<file path="config.mk">
export PLATFORM = sky130hd
export DESIGN_NAME = mem_arbiter
export DESIGN_NICKNAME = d
export VERILOG_FILES = /design/src/rtl/mem_arbiter.sv
export SDC_FILE = /design/constraint.sdc
export NUM_CORES = 1
export LEC_CHECK = 0
export BUFFER_PORTS_ARGS = -buffer_cell sky130_fd_sc_hd__buf_4
export CORE_MARGIN = 1.5
export CORE_UTILIZATION = 37
export CTS_BUF_LIST = sky130_fd_sc_hd__clkbuf_8
export DETAILED_ROUTE_END_ITERATION = 10
export GPL_TIMING_DRIVEN = 0
export PLACE_DENSITY = 0.86
export SYNTH_ARGS = -nofsm -noshare
export SYNTH_HDL_FRONTEND = slang
export SYNTH_SLANG_ARGS = --single-unit
</file>
<file path="constraint.sdc">
create_clock -name clk -period 2.1 [get_ports clk]
set_input_delay 0.525 -clock clk [delete_from_list [all_inputs] [get_ports clk]]
set_output_delay 0.525 -clock clk [all_outputs]
set_load 0.02 [all_outputs]
</file>
<file path="src/rtl/mem_arbiter.sv">
// mem_arbiter: shares one synchronous memory port between a CPU and an IO requester.
// The CPU owns the memory by default; an IO request stalls the CPU (cpu_en=0) while
// IO owns the bus, followed by a one-cycle TAIL that re-presents the stalled CPU
// address so the CPU sees correct read data when it resumes.
// Optional feature macro: MEM_ARB_BURST_LIMIT_EN bounds an IO ownership to MAXBURST
// cycles. Without it IO keeps the memory for as long as io_req stays high.
module mem_arbiter #(
    parameter int WIDTH    = 8,
    parameter int MAXBURST = 4
) (
    input  logic             clk,
    input  logic             reset,
    input  logic [WIDTH-1:0] cpu_adr,
    input  logic [WIDTH-1:0] cpu_writedata,
    input  logic             cpu_memwrite,
    output logic [WIDTH-1:0] cpu_memdata,
    output logic             cpu_en,
    input  logic             io_req,
    input  logic             io_we,
    input  logic [WIDTH-1:0] io_adr,
    input  logic [WIDTH-1:0] io_wdata,
    output logic             io_gnt,
    output logic [WIDTH-1:0] io_rdata,
    output logic             io_rvalid,
    output logic [WIDTH-1:0] mem_adr,
    output logic [WIDTH-1:0] mem_wdata,
    output logic             mem_we,
    input  logic [WIDTH-1:0] mem_rdata
);

    typedef enum logic [1:0] {
        ST_CPU  = 2'd0,
        ST_IO   = 2'd1,
        ST_TAIL = 2'd2
    } state_t;

    state_t     state_reg;
    state_t     state_next;
    logic       mem_we_raw;
    logic       burst_done;
    logic       io_rvalid_reg;
    logic [WIDTH-1:0] rdata_hold_reg;

    // The burst counter is 4 bits wide, so MAXBURST must stay within 1..15.
    if (MAXBURST < 1 || MAXBURST > 15) begin : g_maxburst_range
        $error("mem_arbiter: MAXBURST must be in 1..15");
    end

`ifdef MEM_ARB_BURST_LIMIT_EN
    logic [3:0] burst_cnt_reg;

    // IO is only ever entered from CPU, so clearing during every CPU cycle
    // is the same as clearing on IO entry.
    always_ff @(posedge clk or negedge reset) begin
        if (!reset) begin
            burst_cnt_reg <= 4'd0;
        end else if (state_reg == ST_CPU) begin
            burst_cnt_reg <= 4'd0;
        end else if (state_reg == ST_IO) begin
            burst_cnt_reg <= burst_cnt_reg + 4'd1;
        end
    end

    // Last permitted IO cycle of this ownership.
    assign burst_done = (burst_cnt_reg == 4'(MAXBURST - 1));
`else
    // No burst limit: IO ownership lasts as long as io_req stays high.
    assign burst_done = 1'b0;
`endif

    // State register; reset aborts any IO ownership immediately.
    always_ff @(posedge clk or negedge reset) begin
        if (!reset) begin
            state_reg <= ST_CPU;
        end else begin
            state_reg <= state_next;
        end
    end

    // Next-state decode and memory-bus steering.
    always_comb begin
        state_next = state_reg;
        mem_adr    = cpu_adr;
        mem_wdata  = cpu_writedata;
        mem_we_raw = 1'b0;
        cpu_en     = 1'b0;
        io_gnt     = 1'b0;
        case (state_reg)
            ST_CPU: begin
                mem_we_raw = cpu_memwrite;
                cpu_en     = 1'b1;
                state_next = io_req ? ST_IO : ST_CPU;
            end
            ST_IO: begin
                mem_adr    = io_adr;
                mem_wdata  = io_wdata;
                mem_we_raw = io_req & io_we;
                io_gnt     = 1'b1;
                state_next = (!io_req || burst_done) ? ST_TAIL : ST_IO;
            end
            ST_TAIL: begin
                // Re-present the stalled CPU address so read data is valid on resume.
                state_next = ST_CPU;
            end
            default: begin
                state_next = ST_CPU;
            end
        endcase
    end

    // Writes are suppressed for as long as reset is held.
    assign mem_we = mem_we_raw & reset;

    // Flag an IO read completing at this edge; its data arrives next cycle.
    always_ff @(posedge clk or negedge reset) begin
        if (!reset) begin
            io_rvalid_reg <= 1'b0;
        end else begin
            io_rvalid_reg <= (state_reg == ST_IO) && io_req && !io_we;
        end
    end

    // Keep the last IO read word so io_rdata stays stable between reads.
    always_ff @(posedge clk or negedge reset) begin
        if (!reset) begin
            rdata_hold_reg <= '0;
        end else if (io_rvalid_reg) begin
            rdata_hold_reg <= mem_rdata;
        end
    end

    // mem_rdata is the memory's own registered output, so it is forwarded directly
    // during the valid cycle.
    assign io_rdata    = io_rvalid_reg ? mem_rdata : rdata_hold_reg;
    assign io_rvalid   = io_rvalid_reg;
    assign cpu_memdata = mem_rdata;

endmodule

</file>
; Word-level counts from Yosys, hierarchy flattened
; Cells that the tools add are included.
[totals]
out_inout_bits = 36
latchBits = 0
register_bits = 11
romBits = 0
word_cells = 19
memories = 0
mem_bits_rw = 0
input_bits = 45
[op_classes]
n_mux = 9
n_addsub = 0
n_shift = 0
multipliers = 0
bitwise_logic = 2
n_eq_ne = 1
magnitude_cmp = 0
n_div = 0
reduce_logical = 4
[op_table]
columns = cell, n
row1 = $mux W8, 3
row2 = $pmux W2 S2, 1
row3 = $mux W1, 3
row4 = $and A1 B1 Y1, 2
row5 = $eq A2 B1 Y1 const B, 1
row6 = $logic_and A1 B1 Y1, 2
row7 = $logic_not A2 Y1, 1
row8 = $mux W2, 1
row9 = $pmux W1 S2, 1
row10 = $logic_not A1 Y1, 1

; Depth between registers and ports, before layout
; Gate-level depths: netlist of run 1.
[logic_depth]
depth_word = 3
mapped_depth = 4
depth_no_buf = 2

; Worst setup path after synthesis of run 1
; No wires, ideal clock.
[synth_path]
path_type = reg2out
from = register state_reg[1]
to = output port mem_wdata[0]
setup_slack_ns = 0.445
path_buffers = 2
arrival_ns = 1.130
t_required_ns = 1.575
stages_incl_launch_ff = 5
path_cell_list = dfrtp_1 -> nor2b_4 -> buf_6 -> buf_12 -> mux2_4
[synth_via]
elab_chain_cells = 2
[synth_lines]
columns = item, line_no
row1 = "start, declared", 37  ; state_t state_reg;
row2 = "start signal, assigned", 76  ; state_reg <= state_next;
row3 = $eq A2 B1 Y1, 88  ; case (state_reg)
row4 = $mux W8, 88
row5 = "end, declared", 26  ; output logic [WIDTH-1:0] mem_wdata,
; Every way passes these cells.

; Worst setup path after layout of run 1
[layout_path]
from = register state_reg[1]
to = output port mem_wdata[1]
; The elaborated chain is that of the path after synthesis.

==> results of run 1 <==
==> placed cells by master, fill, tap and decap left out, drive strengths merged <==
cell    netlist  routed
a21oi         1       1
and2b         1       1
and3b         1       1
buf          11      96
clkbuf        0       3
dfrtp        11      11
inv           0       1
mux2         24      24
nand2b        2       2
nand3         1       1
nor2          1       1
nor2b         2       2
==> logic make-up (layout without fill, tap and decap cells) <==
family | after synthesis | in the layout | synth area share [%]
buffers and inverters | 11 | 100 | 13.2
AO/OA/AOI/OAI | 1 | 1 | 0.684
multiplexers | 24 | 24 | 40.6
AND/OR/NAND/NOR | 8 | 8 | 7.88
flip-flops | 11 | 11 | 37.7
==> worst paths after layout <==
| check | start | endpoint | slack [ns] | depth (start not counted) |
|---|---|---|---|---|
| worst max-delay path | state_reg[1] | mem_wdata[1] | 0.06 | 5 |
| worst min-delay path | reset | state_reg[1] | 0.11 | 1 |
| worst max register to register | state_reg[0] | io_rvalid | 1.03 | 4 |
| worst min register to register | rdata_hold_reg[5] | rdata_hold_reg[5] | 0.50 | 1 |
| max in group asynchronous | reset | rdata_hold_reg[7] | 1.84 | 1 |
| min in group clk | io_req | state_reg[1] | 0.46 | 2 |
==> power groups by stage <==
stage | clock (W) | combinational, W | sequential (W)
floorplan | 0 | 0.000240 | 0.000265
global placement | 0 | 0.000433 | 0.000266
detailed placement | 0 | 0.000442 | 0.000271
CTS | 0.000209 | 0.000445 | 0.000267
global route | 0.000224 | 0.000483 | 0.000269
finish | 0.000202 | 0.000457 | 0.000266
==> repair_timing <==
action,CTS,global route
gates resized for setup,0,1
setup buffers,1,4
endpoints found under the setup margin,1,7
==> layer usage <==
metal | vias to the layer above | track usage (%)
li1 | 360 | -
met1 | 342 | 15.9
met2 | 54 | 33.8
met3 | 2 | 7.17
met4 | 0 | 8.33
met5 | - | 0
==> metrics by stage <==
step	hold slack (ns)	power, W	setup slack, ns	instance area [um2]	util (%)
after floorplan	0.229	0.000506	0.445	731	-
after global placement	0.366	0.000699	0.295	1360	76.4
after detailed placement	0.365	0.000712	0.268	1360	76.4
after CTS	0.108	0.000921	0.00472	1420	79.4
after global routing	0.108	0.000976	0.0202	1460	82.0
final	0.109	0.000925	0.0622	1460	82.0
==> layout make-up <==
class	instances	area (um2)
sequential	11	275
multi-input combinational	33	359
clock buffer	3	41.3
clock inverter	1	3.75
tap	25	31.3
timing repair buffer	85	651
fill	112	322
buffer	11	100
==> results.cfg, run 1 <==
[status]
outcome = finished, final reports clean

[global_routing]
antenna_found_initial = 0
grt_max_degree = 13
gr-total-overflow = 0
grt_first_pass_wirelength_um = 2640
grt_usage_pct = 17.7
first_global_vias = 665

[critical_path]
critical_path_buf_inv_count = 3
cp.required_ns = 1.57
cp_slowest_stage_delay_ns = 0.41
cp_top_family = buffers and inverters
crit_chain = nor2b_4 > buf_8 > buf_12 > mux2_4 > buf_4
end_kind = output port
cp_max_fo = 10
cp_slowest_cell = dfrtp_1
worstPathArrival_ns = 1.51
cp-start-kind = register
crit_type = reg2out

[sta]
hold_viol_final = 0
setup_viol = 0
fin_crit_ns = 2.04
fin_crit_sh_pct = 97.0
skew_ns = 0.00353
worst_pin_slew_ns = 0.178
drv_slew = 0
setup_tns_ns = 0
fmax_mhz = 491
relSlewSlack_pct = 88.1
rsz0062_at_grt = no

[floorplanning]
ios = 81
die_w_um = 47.4
core-area_um2 = 1780
placementRows = 15
die_h_um = 47.4
start_util_pct = 41.0
dieArea_um2 = 2250

[power_and_ir_drop]
power_density_nw_per_um2 = 633
leakagePower_nw = 0.786
ir_drop_mv = 0.438
power_frac_seq_pct = 28.8
p_int_w = 0.000634
clkPwrFrac_pct = 21.8
p_switching_w = 0.000291
swShare_pct = 31.4
p_comb_share_pct = 49.4

[clock_network]
clk_latency_ns = 0.24
cts_inserted_buffers = 3
clock_sinks = 11
ctsHoldBuffers = 0
path_clk_slew_ns = 0.05
cts_tree = done
cts_max_path_buffers = 2
cts_max_level = 1
cts-root-buf = clkbuf_8

[layout]
drive_above_1_share_pct = 86.1
instances_no_fill = 169
syn2layout_area_growth_pct = 100
final_nets = 190
largest_reg_flops = 8
antenna_cells = 0

[detailed_routing]
finalWirelength_um = 2120
drt_iter0_drc = 2
drc = 0
postRouteAntennaNets = 0
viasPerCell = 4.49
top_layer = met4
met1Wirelength_um = 688
via_count = 758
route.met2.wl_um = 1170
dr_wl_met3_um = 253
routedWlPerCell_um = 12.6
drtPass1Iterations = 4

[min_path]
hold_class = in2async

[yosys]
ys.flop_type = dfrtp_1
synth-seq-cells = 11
synthTopCellsByCount = mux2_2 (17), dfrtp_1 (11), buf_4 (8)
ys_seq_area_share_pct = 37.7
synth-async-reset-ratio_pct = 100
synth_warnings = 0
synth_area_per_cell_um2 = 13.3
synth_top_cell_area_share_pct = 37.7
ys_top_cells_by_area = dfrtp_1 (38%), mux2_2 (26%), mux2_4 (14%)
synth_nets = 100
yosysMostFrequentCell = mux2_2
synth.distinct_cells = 15
synthCells = 55
synth_edf_count = 0
yosysTopAreaCell = dfrtp_1
netlist_area_um2 = 731

[placement]
placedCellCount = 160
place_hpwl_um = 1840
gp_congestion = 0.699
port_buffers = 80

[flow_run]
max-cap-violations = 0
Power figures use the tool's default switching activity.
==> run 2: changes to the inputs <==
--- a/config.mk
+++ b/config.mk
@@ -12,6 +12,7 @@
 export DETAILED_ROUTE_END_ITERATION = 10
 export GPL_TIMING_DRIVEN = 0
 export PLACE_DENSITY = 0.86
+export SETUP_SLACK_MARGIN = 0.5
 export SYNTH_ARGS = -nofsm -noshare
 export SYNTH_HDL_FRONTEND = slang
 export SYNTH_SLANG_ARGS = --single-unit
==> results.cfg, run 2 <==
[yosys]
ys_seq_area_share_pct = 37.7
synth_edf_count = 0
yosysMostFrequentCell = mux2_2
synth.distinct_cells = 15
synthTopCellsByCount = mux2_2 (17), dfrtp_1 (11), buf_4 (8)
netlist_area_um2 = 731
synth_area_per_cell_um2 = 13.3
yosysTopAreaCell = dfrtp_1
synthCells = 55
synth-seq-cells = 11
synth_nets = 100
synth_warnings = 0
ys.flop_type = dfrtp_1
synth-async-reset-ratio_pct = 100
ys_top_cells_by_area = dfrtp_1 (38%), mux2_2 (26%), mux2_4 (14%)
synth_top_cell_area_share_pct = 37.7

[clock_network]
cts_inserted_buffers = 3
cts_max_path_buffers = 2
ctsHoldBuffers = 0
cts_max_level = 1
clock_sinks = 11
cts-root-buf = clkbuf_8

[status]
haltStage = global routing
outcome = stopped before the end
stop_error = [ERROR DPL-0033] detailed placement checks failed during check placement.

[placement]
place_hpwl_um = 1840
port_buffers = 80
gp_congestion = 0.699
pre_cts_slack_ns = 0.268

[sta]
worstEndpointType = output port
crit_endpoint = mem_wdata[6]

[floorplanning]
ios = 81
die_h_um = 47.4
start_util_pct = 41.0
die_w_um = 47.4
placementRows = 15

[global_routing]
antenna_found_initial = 0
grt_max_degree = 13
==> run 2: cell counts after synthesis <==
No cell type changed its count.
==> run 2: logic make-up after synthesis <==
| family | Yosys count | share of synthesized area, % |
|---|---|---|
| AO/OA/AOI/OAI | 1 | 0.684 |
| buffers and inverters | 11 | 13.2 |
| flip-flops | 11 | 37.7 |
| multiplexers | 24 | 40.6 |
| AND/OR/NAND/NOR | 8 | 7.88 |
==> run 2: per-stage QoR <==
stage / utilization, % / std cells / area, um2
detailed placement: 76.4 / 160 / 1360
floorplan: - / 55 / 731
global placement: 76.4 / 160 / 1360
CTS: 91.6 / 173 / 1630
==> run 2: what timing repair did <==
action | in CTS
setup buffers | 9
hold endpoints to repair | 0
endpoints found under the setup margin | 26
resized for setup | 36
==> run 3: changes to the inputs <==
==> config.mk (replaced) <==
export PLATFORM = sky130hd
export DESIGN_NAME = mem_arbiter
export DESIGN_NICKNAME = d
export VERILOG_FILES = /design/src/rtl/mem_arbiter.sv
export SDC_FILE = /design/constraint.sdc
export NUM_CORES = 1
export LEC_CHECK = 0
export BUFFER_PORTS_ARGS = -buffer_cell sky130_fd_sc_hd__buf_4
export CORE_AREA = 2 2 63 65
export DETAILED_ROUTE_END_ITERATION = 10
export DIE_AREA = 0 0 65 67
export GPL_TIMING_DRIVEN = 0
export PLACE_DENSITY_LB_ADDON = 0.15
export SYNTH_ARGS = -nofsm -noshare
export SYNTH_HDL_FRONTEND = slang
export SYNTH_SLANG_ARGS = --single-unit
==> results.cfg, run 3 (synthesized netlist as in run 1, its figures left out) <==
[detailed_routing]
via_count = 750
viasPerCell = 3.91
drc = 0
drtPass1Iterations = 2
routedWlPerCell_um = 10.4
finalWirelength_um = 2000
postRouteAntennaNets = 0
drt_iter0_drc = 5

[global_routing]
grt_usage_pct = 8.52
gr-total-overflow = 0
first_global_vias = 681
grt_first_pass_wirelength_um = 2850
grt_max_degree = 13
antenna_found_initial = 0

[sta]
relSlewSlack_pct = 87.2
worst_pin_slew_ns = 0.192
fmax_mhz = 491
layout_setup_ws_ns = 0.0623
fin_crit_sh_pct = 97.0
fin_crit_ns = 2.04
setup_tns_ns = 0
drv_slew = 0
skew_ns = 0.000523
hold_viol_final = 0
setup_viol = 0

[critical_path]
cp_top_family = buffers and inverters
crit_chain = nor2b_4 > buf_8 > buf_4 > mux2_2 > buf_4
worstPathArrival_ns = 1.51
reg2regPathDepth = 4
cp.required_ns = 1.57
cp_slowest_stage_delay_ns = 0.38
crit_type = reg2out
cp_slowest_cell = dfrtp_1
crit_top_cell = buf_4
end_kind = output port
cp_max_fo = 6
worst-path-stages = 5
cp-start-kind = register
critical_path_buf_inv_count = 3

[floorplanning]
placementRows = 22
start_util_pct = 20.3
ios = 81
die_w_um = 65
dieArea_um2 = 4360
die_h_um = 67
core-area_um2 = 3610

[clock_network]
cts_max_path_buffers = 2
ctsHoldBuffers = 0
clock_sinks = 11
cts-root-buf = clkbuf_8
cts_inserted_buffers = 3
cts_max_level = 1
path_clk_slew_ns = 0.05
clk_latency_ns = 0.23
cts_tree = done

[placement]
gp_congestion = 0.665
place_hpwl_um = 1650
placedCellCount = 183
port_buffers = 80
pre_cts_slack_ns = 0.292
placed_cell_area_um2 = 1390

[flow_run]
max-cap-violations = 0

[layout]
finalInstanceArea_um2 = 1480
final_common_cell = buf_4
largest_reg_flops = 8
instances_no_fill = 192
final_nets = 190
mostFrequentLayoutCells = buf_4 (93), mux2_2 (17), dfrtp_1 (11), mux2_4 (7), clkbuf_8 (3)
antenna_cells = 0
syn2layout_area_growth_pct = 102
drive_above_1_share_pct = 86.1

[status]
outcome = finished, final reports clean

[min_path]
hold_class = in2async

[power_and_ir_drop]
ir_drop_mv = 0.192
power_frac_seq_pct = 28.8
clkPwrFrac_pct = 22.7
leakagePower_nw = 0.778
power_density_nw_per_um2 = 623
p_switching_w = 0.000285
swShare_pct = 30.9
p_comb_share_pct = 48.6
p_int_w = 0.000636
run 3: power groups by stage:
stage          combinational [W]  sequential, W  clock (W)
2_1_floorplan           0.000240       0.000265          0
3_3_place_gp            0.000435       0.000266          0
3_5_place_dp            0.000441       0.000269          0
4_1_cts                 0.000442       0.000265   0.000219
5_1_grt                 0.000477       0.000270   0.000229
6_report                0.000447       0.000265   0.000209
run 3: worst paths after layout:
kind	startpoint	endpoint	slack (ns)
worst max-delay path	state_reg[0]	mem_adr[4]	0.06
worst min-delay path	reset	rdata_hold_reg[2]	0.12
worst max register to register	state_reg[0]	io_rvalid	1.02
worst min register to register	rdata_hold_reg[5]	rdata_hold_reg[5]	0.50
max in group asynchronous	reset	rdata_hold_reg[3]	1.83
min in group clk	io_req	state_reg[1]	0.46
run 3: worst register-to-register path, stage by stage (launching register included):
cell     delay (ns)
dfrtp_1        0.40
nor2b_4        0.14
buf_8          0.13
buf_12         0.14
and3b_1        0.16
run 3: metal layers:
metal,share of wire [%],up-vias,track usage [%]
li1,-,360,-
met1,35,334,9.83
met2,50,52,13.5
met3,13,4,3.72
met4,1.4,0,3.99
met5,0,-,0
run 3: area by class of cell:
type | instances | area [um2]
Fill cell | 372 | 2130
Timing Repair Buffer | 85 | 638
Multi-Input combinational cell | 33 | 359
Sequential cell | 11 | 275
Buffer | 11 | 100
Tap cell | 48 | 60.1
Clock buffer | 4 | 45.0
run 3: per-stage QoR:
stage	utilization [%]	total power, W	hold WS [ns]
final	41.0	0.000921	0.120
after global routing	41.0	0.000976	0.119
after global placement	38.6	0.000702	0.372
after detailed placement	38.6	0.000709	0.376
after floorplan	-	0.000506	0.229
after CTS	39.8	0.000926	0.120
run 3: timing repair:
action                                  CTS  global route
resized for setup                         0             1
endpoints found under the setup margin    0             7
buffers inserted                          0             5
